[src/rtl/uart_pkg.sv]
// Shared UART definitions: receiver state encoding and link-wide constants.
package uart_pkg;

  typedef enum logic [1:0] {
    IDLE  = 2'd0,
    START = 2'd1,
    DATA  = 2'd2,
    STOP  = 2'd3
  } rx_state_e;

  localparam int unsigned UART_DEFAULT_BIT_CYCLES = 434;
  localparam int unsigned UART_DATA_BITS          = 8;

endpackage

[src/rtl/uart_rx_sync.sv]
// Two-flop synchroniser for the RX pin plus a history flop for falling-edge detection.
module uart_rx_sync (
  input  logic clk,
  input  logic n_Rst,
  input  logic async_in,
  output logic sync_out,
  output logic fall
);

  logic meta_q, sync_q, prev_q;

  // Reset to the idle-high line level so no false start edge appears after reset.
  always_ff @(posedge clk or negedge n_Rst) begin
    if (!n_Rst) begin
      meta_q <= 1'b1;
      sync_q <= 1'b1;
      prev_q <= 1'b1;
    end else begin
      meta_q <= async_in;
      sync_q <= meta_q;
      prev_q <= sync_q;
    end
  end

  assign sync_out = sync_q;
  assign fall     = prev_q & ~sync_q;

endmodule

[src/rtl/uart_receive.sv]
// 8N1 UART receiver: mid-bit sampling FSM with ready/ack handshake and error flags.
module uart_receive
  import uart_pkg::*;
#(
  parameter int unsigned BIT_CYCLES  = UART_DEFAULT_BIT_CYCLES,
  parameter int unsigned HALF_CYCLES = BIT_CYCLES / 2
) (
  input  logic       clk,
  input  logic       n_Rst,
  input  logic       serial_in,
  input  logic       rx_enable,
  input  logic       data_read,
  output logic [7:0] data_out,
  output logic       data_ready,
  output logic       framing_error,
  output logic       overrun_error,
  output logic       busy
);

  localparam logic [9:0] HALF_LAST    = 10'(HALF_CYCLES - 1);
  localparam logic [9:0] BIT_LAST     = 10'(BIT_CYCLES - 1);
  localparam logic [2:0] BIT_IDX_LAST = 3'(UART_DATA_BITS - 1);

  logic sync, fall;

  uart_rx_sync u_sync (
    .clk      (clk),
    .n_Rst    (n_Rst),
    .async_in (serial_in),
    .sync_out (sync),
    .fall     (fall)
  );

  rx_state_e                 state_q, state_d;
  logic [9:0]                cnt_q, cnt_d;
  logic [2:0]                bit_q, bit_d;
  logic [UART_DATA_BITS-1:0] shift_q, shift_d;
  logic [7:0]                data_q, data_d;
  logic                      ready_q, ready_d;
  logic                      ferr_q, ferr_d;
  logic                      ovr_q, ovr_d;

  always_ff @(posedge clk or negedge n_Rst) begin
    if (!n_Rst) begin
      state_q <= IDLE;
      cnt_q   <= '0;
      bit_q   <= '0;
      shift_q <= '0;
      data_q  <= '0;
      ready_q <= 1'b0;
      ferr_q  <= 1'b0;
      ovr_q   <= 1'b0;
    end else begin
      state_q <= state_d;
      cnt_q   <= cnt_d;
      bit_q   <= bit_d;
      shift_q <= shift_d;
      data_q  <= data_d;
      ready_q <= ready_d;
      ferr_q  <= ferr_d;
      ovr_q   <= ovr_d;
    end
  end

  always_comb begin
    state_d = state_q;
    cnt_d   = cnt_q;
    bit_d   = bit_q;
    shift_d = shift_q;
    data_d  = data_q;
    ready_d = ready_q;
    ferr_d  = ferr_q;
    ovr_d   = ovr_q;

    if (data_read && ready_q) begin
      ready_d = 1'b0;
      ferr_d  = 1'b0;
      ovr_d   = 1'b0;
    end

    if (!rx_enable) begin
      state_d = IDLE;
      cnt_d   = '0;
      bit_d   = '0;
    end else begin
      unique case (state_q)
        IDLE: begin
          if (fall) begin
            state_d = START;
            cnt_d   = '0;
          end
        end
        START: begin
          if (cnt_q == HALF_LAST) begin
            cnt_d   = '0;
            bit_d   = '0;
            state_d = sync ? IDLE : DATA;
          end else begin
            cnt_d = cnt_q + 10'd1;
          end
        end
        DATA: begin
          if (cnt_q == BIT_LAST) begin
            cnt_d   = '0;
            shift_d = {sync, shift_q[UART_DATA_BITS-1:1]};
            if (bit_q == BIT_IDX_LAST) state_d = STOP;
            else                       bit_d   = bit_q + 3'd1;
          end else begin
            cnt_d = cnt_q + 10'd1;
          end
        end
        STOP: begin
          if (cnt_q == BIT_LAST) begin
            // Completion overrides a same-cycle ack: new byte stays ready, overrun cleared.
            state_d = IDLE;
            cnt_d   = '0;
            bit_d   = '0;
            data_d  = shift_q;
            ready_d = 1'b1;
            ferr_d  = ~sync;
            ovr_d   = ready_q & ~data_read;
          end else begin
            cnt_d = cnt_q + 10'd1;
          end
        end
        default: state_d = IDLE;
      endcase
    end
  end

  assign data_out      = data_q;
  assign data_ready    = ready_q;
  assign framing_error = ferr_q;
  assign overrun_error = ovr_q;
  assign busy          = (state_q != IDLE);

endmodule

[config.mk]
export PLATFORM = sky130hd
export DESIGN_NAME = uart_receive
export DESIGN_NICKNAME = d
export VERILOG_FILES = /design/src/rtl/uart_pkg.sv /design/src/rtl/uart_rx_sync.sv /design/src/rtl/uart_receive.sv
export SDC_FILE = /design/constraint.sdc
export NUM_CORES = 1
export LEC_CHECK = 0
export ABC_AREA = 1
export CAP_MARGIN = 20
export CORE_MARGIN = 1
export CORE_UTILIZATION = 23
export CTS_CLUSTER_SIZE = 20
export DETAILED_ROUTE_END_ITERATION = 12
export DONT_BUFFER_PORTS = 1
export GPL_ROUTABILITY_DRIVEN = 0
export PLACE_DENSITY = 0.39
export SYNTH_ARGS = -nofsm -noshare
export SYNTH_HDL_FRONTEND = slang
export SYNTH_SLANG_ARGS = --single-unit
[constraint.sdc]
create_clock -name clk -period 3.2 [get_ports clk]
set_clock_uncertainty 0.05 [all_clocks]
set_input_delay 0.64 -clock clk [delete_from_list [all_inputs] [get_ports clk]]
set_output_delay 0.64 -clock clk [all_outputs]
set_load 0.05 [all_outputs]
Yosys cells after proc, flatten, opt, wreduce, memory -nomap -nowiden

Cells that the tools add are included.

$add $sub $neg: 2
Multipliers: 0
Div/mod/pow operators: 0
Magnitude comparators: 0
Eq/ne operators: 13
Shifts and indexed selects: 0
Multiplexer cells: 31
Bitwise logic cells: 4
Reduce and logical (&&, ||, !) cells: 8

Operators by type and width:

| operator                                                         | number |
|---|---|
| 10-bit 2-to-1 mux                                                | 4 |
| 10-bit one-hot mux with 3 select lines                           | 1 |
| 3-bit != test, second input constant                             | 6 |
| 3-bit 2-to-1 mux                                                 | 5 |
| 2-bit 2-to-1 mux                                                 | 7 |
| 1-bit 2-to-1 mux                                                 | 12 |
| 10-bit by 1-bit adder with 10-bit output, second input constant  | 1 |
| 10-bit by 8-bit == test with 1-bit output, second input constant | 1 |
| 10-bit by 9-bit == test with 1-bit output, second input constant | 1 |
| 5-bit AND reduction                                              | 2 |
| 3-bit one-hot mux with 3 select lines                            | 1 |
| 2-bit one-hot mux with 4 select lines                            | 1 |
| 3-bit AND reduction                                              | 2 |
| 2-bit == test, second input constant                             | 2 |
| 4-bit by 1-bit != test with 1-bit output, second input constant  | 1 |
| 3-bit by 1-bit adder with 3-bit output, second input constant    | 1 |
| 3-bit == test, second input constant                             | 1 |
| 1-bit AND                                                        | 2 |
| 2-bit by 1-bit == test with 1-bit output, second input constant  | 1 |
| 2-bit logical NOT                                                | 1 |
| 1-bit inverter                                                   | 2 |
| 2-bit nonzero test                                               | 1 |
| 2-bit OR reduction                                               | 1 |
| 1-bit logical AND                                                | 1 |

Bits in registers: 37
Bits in latches: 0
Bits in writable memories: 0
ROM bits: 0
Bits of input ports: 5
Output and inout bits: 12
Logic and storage cells: 69
Memories: 0

Longest topological paths before layout

Depth in word-level cells: 5
Depth in mapped cells: 10
Mapped depth without buffers: 10

Modules after synthesis

From an unflattened synthesis, not the netlist that was laid out.

Cell total of the unflattened synthesis: 259
Area, all modules: 1,991.9 µm²

Modules (own cells, without submodules):

| module       | times used | cells an instance | area each (µm²) | sequential area each (µm²) |
|---|---|---|---|---|
| uart_receive | 1          | 254               | 1,903.1         | 850.8 |
| uart_rx_sync | 1          | 5                 | 88.8            | 78.8 |

Least setup slack after synthesis

No wires, ideal clock.

Path type: register -> output
From: register state_q[1]
To: output port busy
Data arrival time: 0.927 ns
Data required time: 2.510 ns
Path slack: 1.583 ns
Stages on the path, launching flop included: 4
Buffers on the path: 1
Cells stage by stage: dfrtp_1 -> buf_2 -> inv_1 -> nand2_1

Word-level cells in the longest chain between the ends: 1

Ends and longest elaborated chain:

| element                | line                | RTL |
|---|---|---|
| start, declared        | uart_receive.sv:34  | `rx_state_e state_q, state_d;` |
| start signal, assigned | uart_receive.sv:54  | `state_q <= state_d;` |
| 2-bit nonzero test     | uart_receive.sv:135 | `assign busy = (state_q != IDLE);` |
| end, declared          | uart_receive.sv:17  | `output logic busy` |

Every way passes these cells.

Worst setup path in the final report

Same ends and word-level chain as after synthesis.

==> results_dict.tcl <==
set metrics [dict create \
    slew_violations 0 \
    finish.utilization 0.265 \
    rows 33 \
    cts_hold_buf 1 \
    grt_pass1_wl_mm 7.91 \
    drv_cap 0 \
    yosysTopAreaCell "dfrtp_1" \
    avgSynthCellArea_sq_um 7.72 \
    cts_buffers 5 \
    clkTransAtPathRegs_ns 0.08 \
    fillers 928 \
    intPower_mw 0.753 \
    synth_top_family_by_area "simple AND/OR/NAND/NOR gates" \
    syn_to_final_growth_pct 11.0 \
    start_util 0.238 \
    placed_area_sq_mm 0.00207 \
    netSwitchingFraction 0.375 \
    post_cts_buffers 0 \
    synthSimpleGateAreaFrac 0.334 \
    antenna_found_initial 0 \
    cp-start-kind "flip-flop" \
    finalHoldViolCount 0 \
    seq_power_share 0.445 \
    status "completed" \
    drt-wirelength-per-cell_microns 12.2 \
    leakage_nw 1.16 \
    die_w_microns 94.5 \
    pin_count 17 \
    synthCells 255 \
    grt.overflow.total 0 \
    synth_mux_area_frac 0 \
    n_antenna_cell 0 \
    netlist_top_cells_count "nand2_1, dfrtp_1, inv_1, nand3_1, o21ai_1" \
    routed_via_density 4.24 \
    synth-xor-area-share 0.00445 \
    cts_resized 0 \
    drt_iter0_drc 61 \
    cts_max_level 2 \
    yosysTopAreaCellShare 0.432 \
    setup_slack_ns 1.11 \
    drive_above_1_share 0.108 \
    clk_latency_ns 0.29 \
    ys_seq_elements 37 \
    ant_nets 0 \
    synth_most_common_cell "nand2_1" \
    io_buffer_count 0 \
    synth_compound_gate_area_share 0.0776 \
    power_density_mw_per_mm2 551 \
    peakVddDrop_mv 0.149 \
    drt_wl_total_mm 4.44 \
    ys.flop_type "dfrtp_1" \
    grt_use_total 0.117 \
    cts_num_sinks 37 \
    register_area_sq_um 930 \
    setup_viol 0 \
    combPwrFrac 0.267 \
    multi_input_area_sq_um 882 \
    clockBufferDepth 2 \
    dp_hpwl_mm 3.12 \
    grt_max_degree 35 \
    fin_setup_tns_ns 0 \
    dpl_worst_slack_ns 1.27 \
    period_share 0.653 \
    cp_max_fo 10 \
    switching_power_mw 0.452 \
    finalCriticalPeriod_ns 2.09 \
    rsz0062_at_grt "false" \
    ys_seq_area_frac 0.472 \
    dr.pass1.iters 4 \
    hold_class "in -> async" \
    synth_cell_type_count 26 \
    die_y_microns 94.5 \
    ys_async_sr_fraction 1.00 \
    end_kind "output pin" \
    design_area_sq_mm 0.00218 \
    vias 1548 \
    timing.hold.ws_ns 0.133 \
    cp.required_ns 2.51 \
    root_buffer "clkbuf_8" \
    path_class "reg -> out" \
    synth.net_count 265 \
    pwr-share-clk 0.288 \
    ys_warn_count 0 \
    core_area_sq_mm 0.00826 \
    layout.nets 269 \
    worst_pin_slew_ns 0.501 \
    ys_top_cells_by_area "dfrtp_1, nand2_1, inv_1" \
    max_freq_ghz 0.479 \
    syn_area_sq_mm 0.00197 \
    synth-edff-count 0 \
    relSlewSlack 0.666 \
    crit_arrival_ns 1.40 \
    synthAdderAreaFrac 0.0318 \
    cts_tree "yes" \
    drcViolationCount 0 \
    grt_pass1_vias 1549 \
    floorplan.die_area_sq_mm 0.00893 \
]
final timing paths:
check	startpoint	to	slack, ns	cells past startpoint
min in group clk	serial_in	u_sync.meta_q	0.29	0
worst max register to register	cnt_q[1]	bit_q[1]	1.34	9
worst min register to register	u_sync.meta_q	u_sync.sync_out	0.31	0
max in group asynchronous	n_Rst	shift_q[6]	2.79	1
worst max-delay path	state_q[1]	busy	1.11	2
worst min-delay path	n_Rst	cnt_q[1]	0.13	1
layer usage:
metal | global-route usage | vias to the layer above | part of all wire
met5 | 0 | - | 0
met4 | 0.0341 | 0 | 0.012
met3 | 0.0314 | 5 | 0.029
met2 | 0.173 | 23 | 0.44
met1 | 0.165 | 719 | 0.52
li1 | - | 801 | -
flip-flops by register name, indices dropped and copies added (netlist names):
register	cells
cnt_q	10
data_out	8
shift_q	8
bit_q	3
state_q	2
data_ready	1
framing_error	1
overrun_error	1
u_sync.meta_q	1
u_sync.prev_q	1
u_sync.sync_out	1
area by class of cell:
class,count,area share
sequential,37,0.426
multi-input combinational,180,0.404
tap,105,0.0601
inverter,34,0.0584
clock buffer,7,0.0395
timing repair buffer,1,0.00916
clock inverter,1,0.00344
through the flow:
step                power, mW  cells
floorplan               0.798    255
global placement        0.869    356
detailed placement      0.864    356
CTS                      1.23    365
global route             1.30    365
finish                   1.20    365
critical path: stages, from the launching register on:
cell and delay [ns]:
dfrtp_1 0.54, inv_1 0.16, nand2_1 0.41
kinds of logic (layout without fill, tap and decap cells):
kind of cell | count (synthesis) | count (layout)
adders and majority gates | 5 | 5
and+or+nand+nor | 145 | 145
xor gates and xnor gates | 1 | 1
DFF | 37 | 37
AOI/OAI and AO/OA | 29 | 29
buffers and inverters | 38 | 43
layout by cell type (no fill, tap or decap), types with 2 or more instances in the layout:
master    Yosys  final
inv_2         5      5
a21oi_1       9      9
ha_1          5      5
inv_1        29     29
nand2_2       2      2
nand3_1      17     17
clkbuf_8      0      6
nor2_1       13     13
o21ai_0       3      3
dfstp_2       3      3
nand4_1       2      2
nor3_2        2      2
o21ai_1      14     14
nand2_1     100    100
nand3b_1      2      2
nor2_4        4      4
dfrtp_1      34     34
power by group through the flow:
stage / Clock [mW] / Sequential [mW] / Combinational (mW)
floorplan: 0 / 0.524 / 0.274
global placement: 0 / 0.547 / 0.322
detailed placement: 0 / 0.545 / 0.319
CTS: 0.366 / 0.536 / 0.332
global route: 0.388 / 0.544 / 0.372
finish: 0.347 / 0.536 / 0.321
Note: power is estimated with default switching activity, not from simulation.
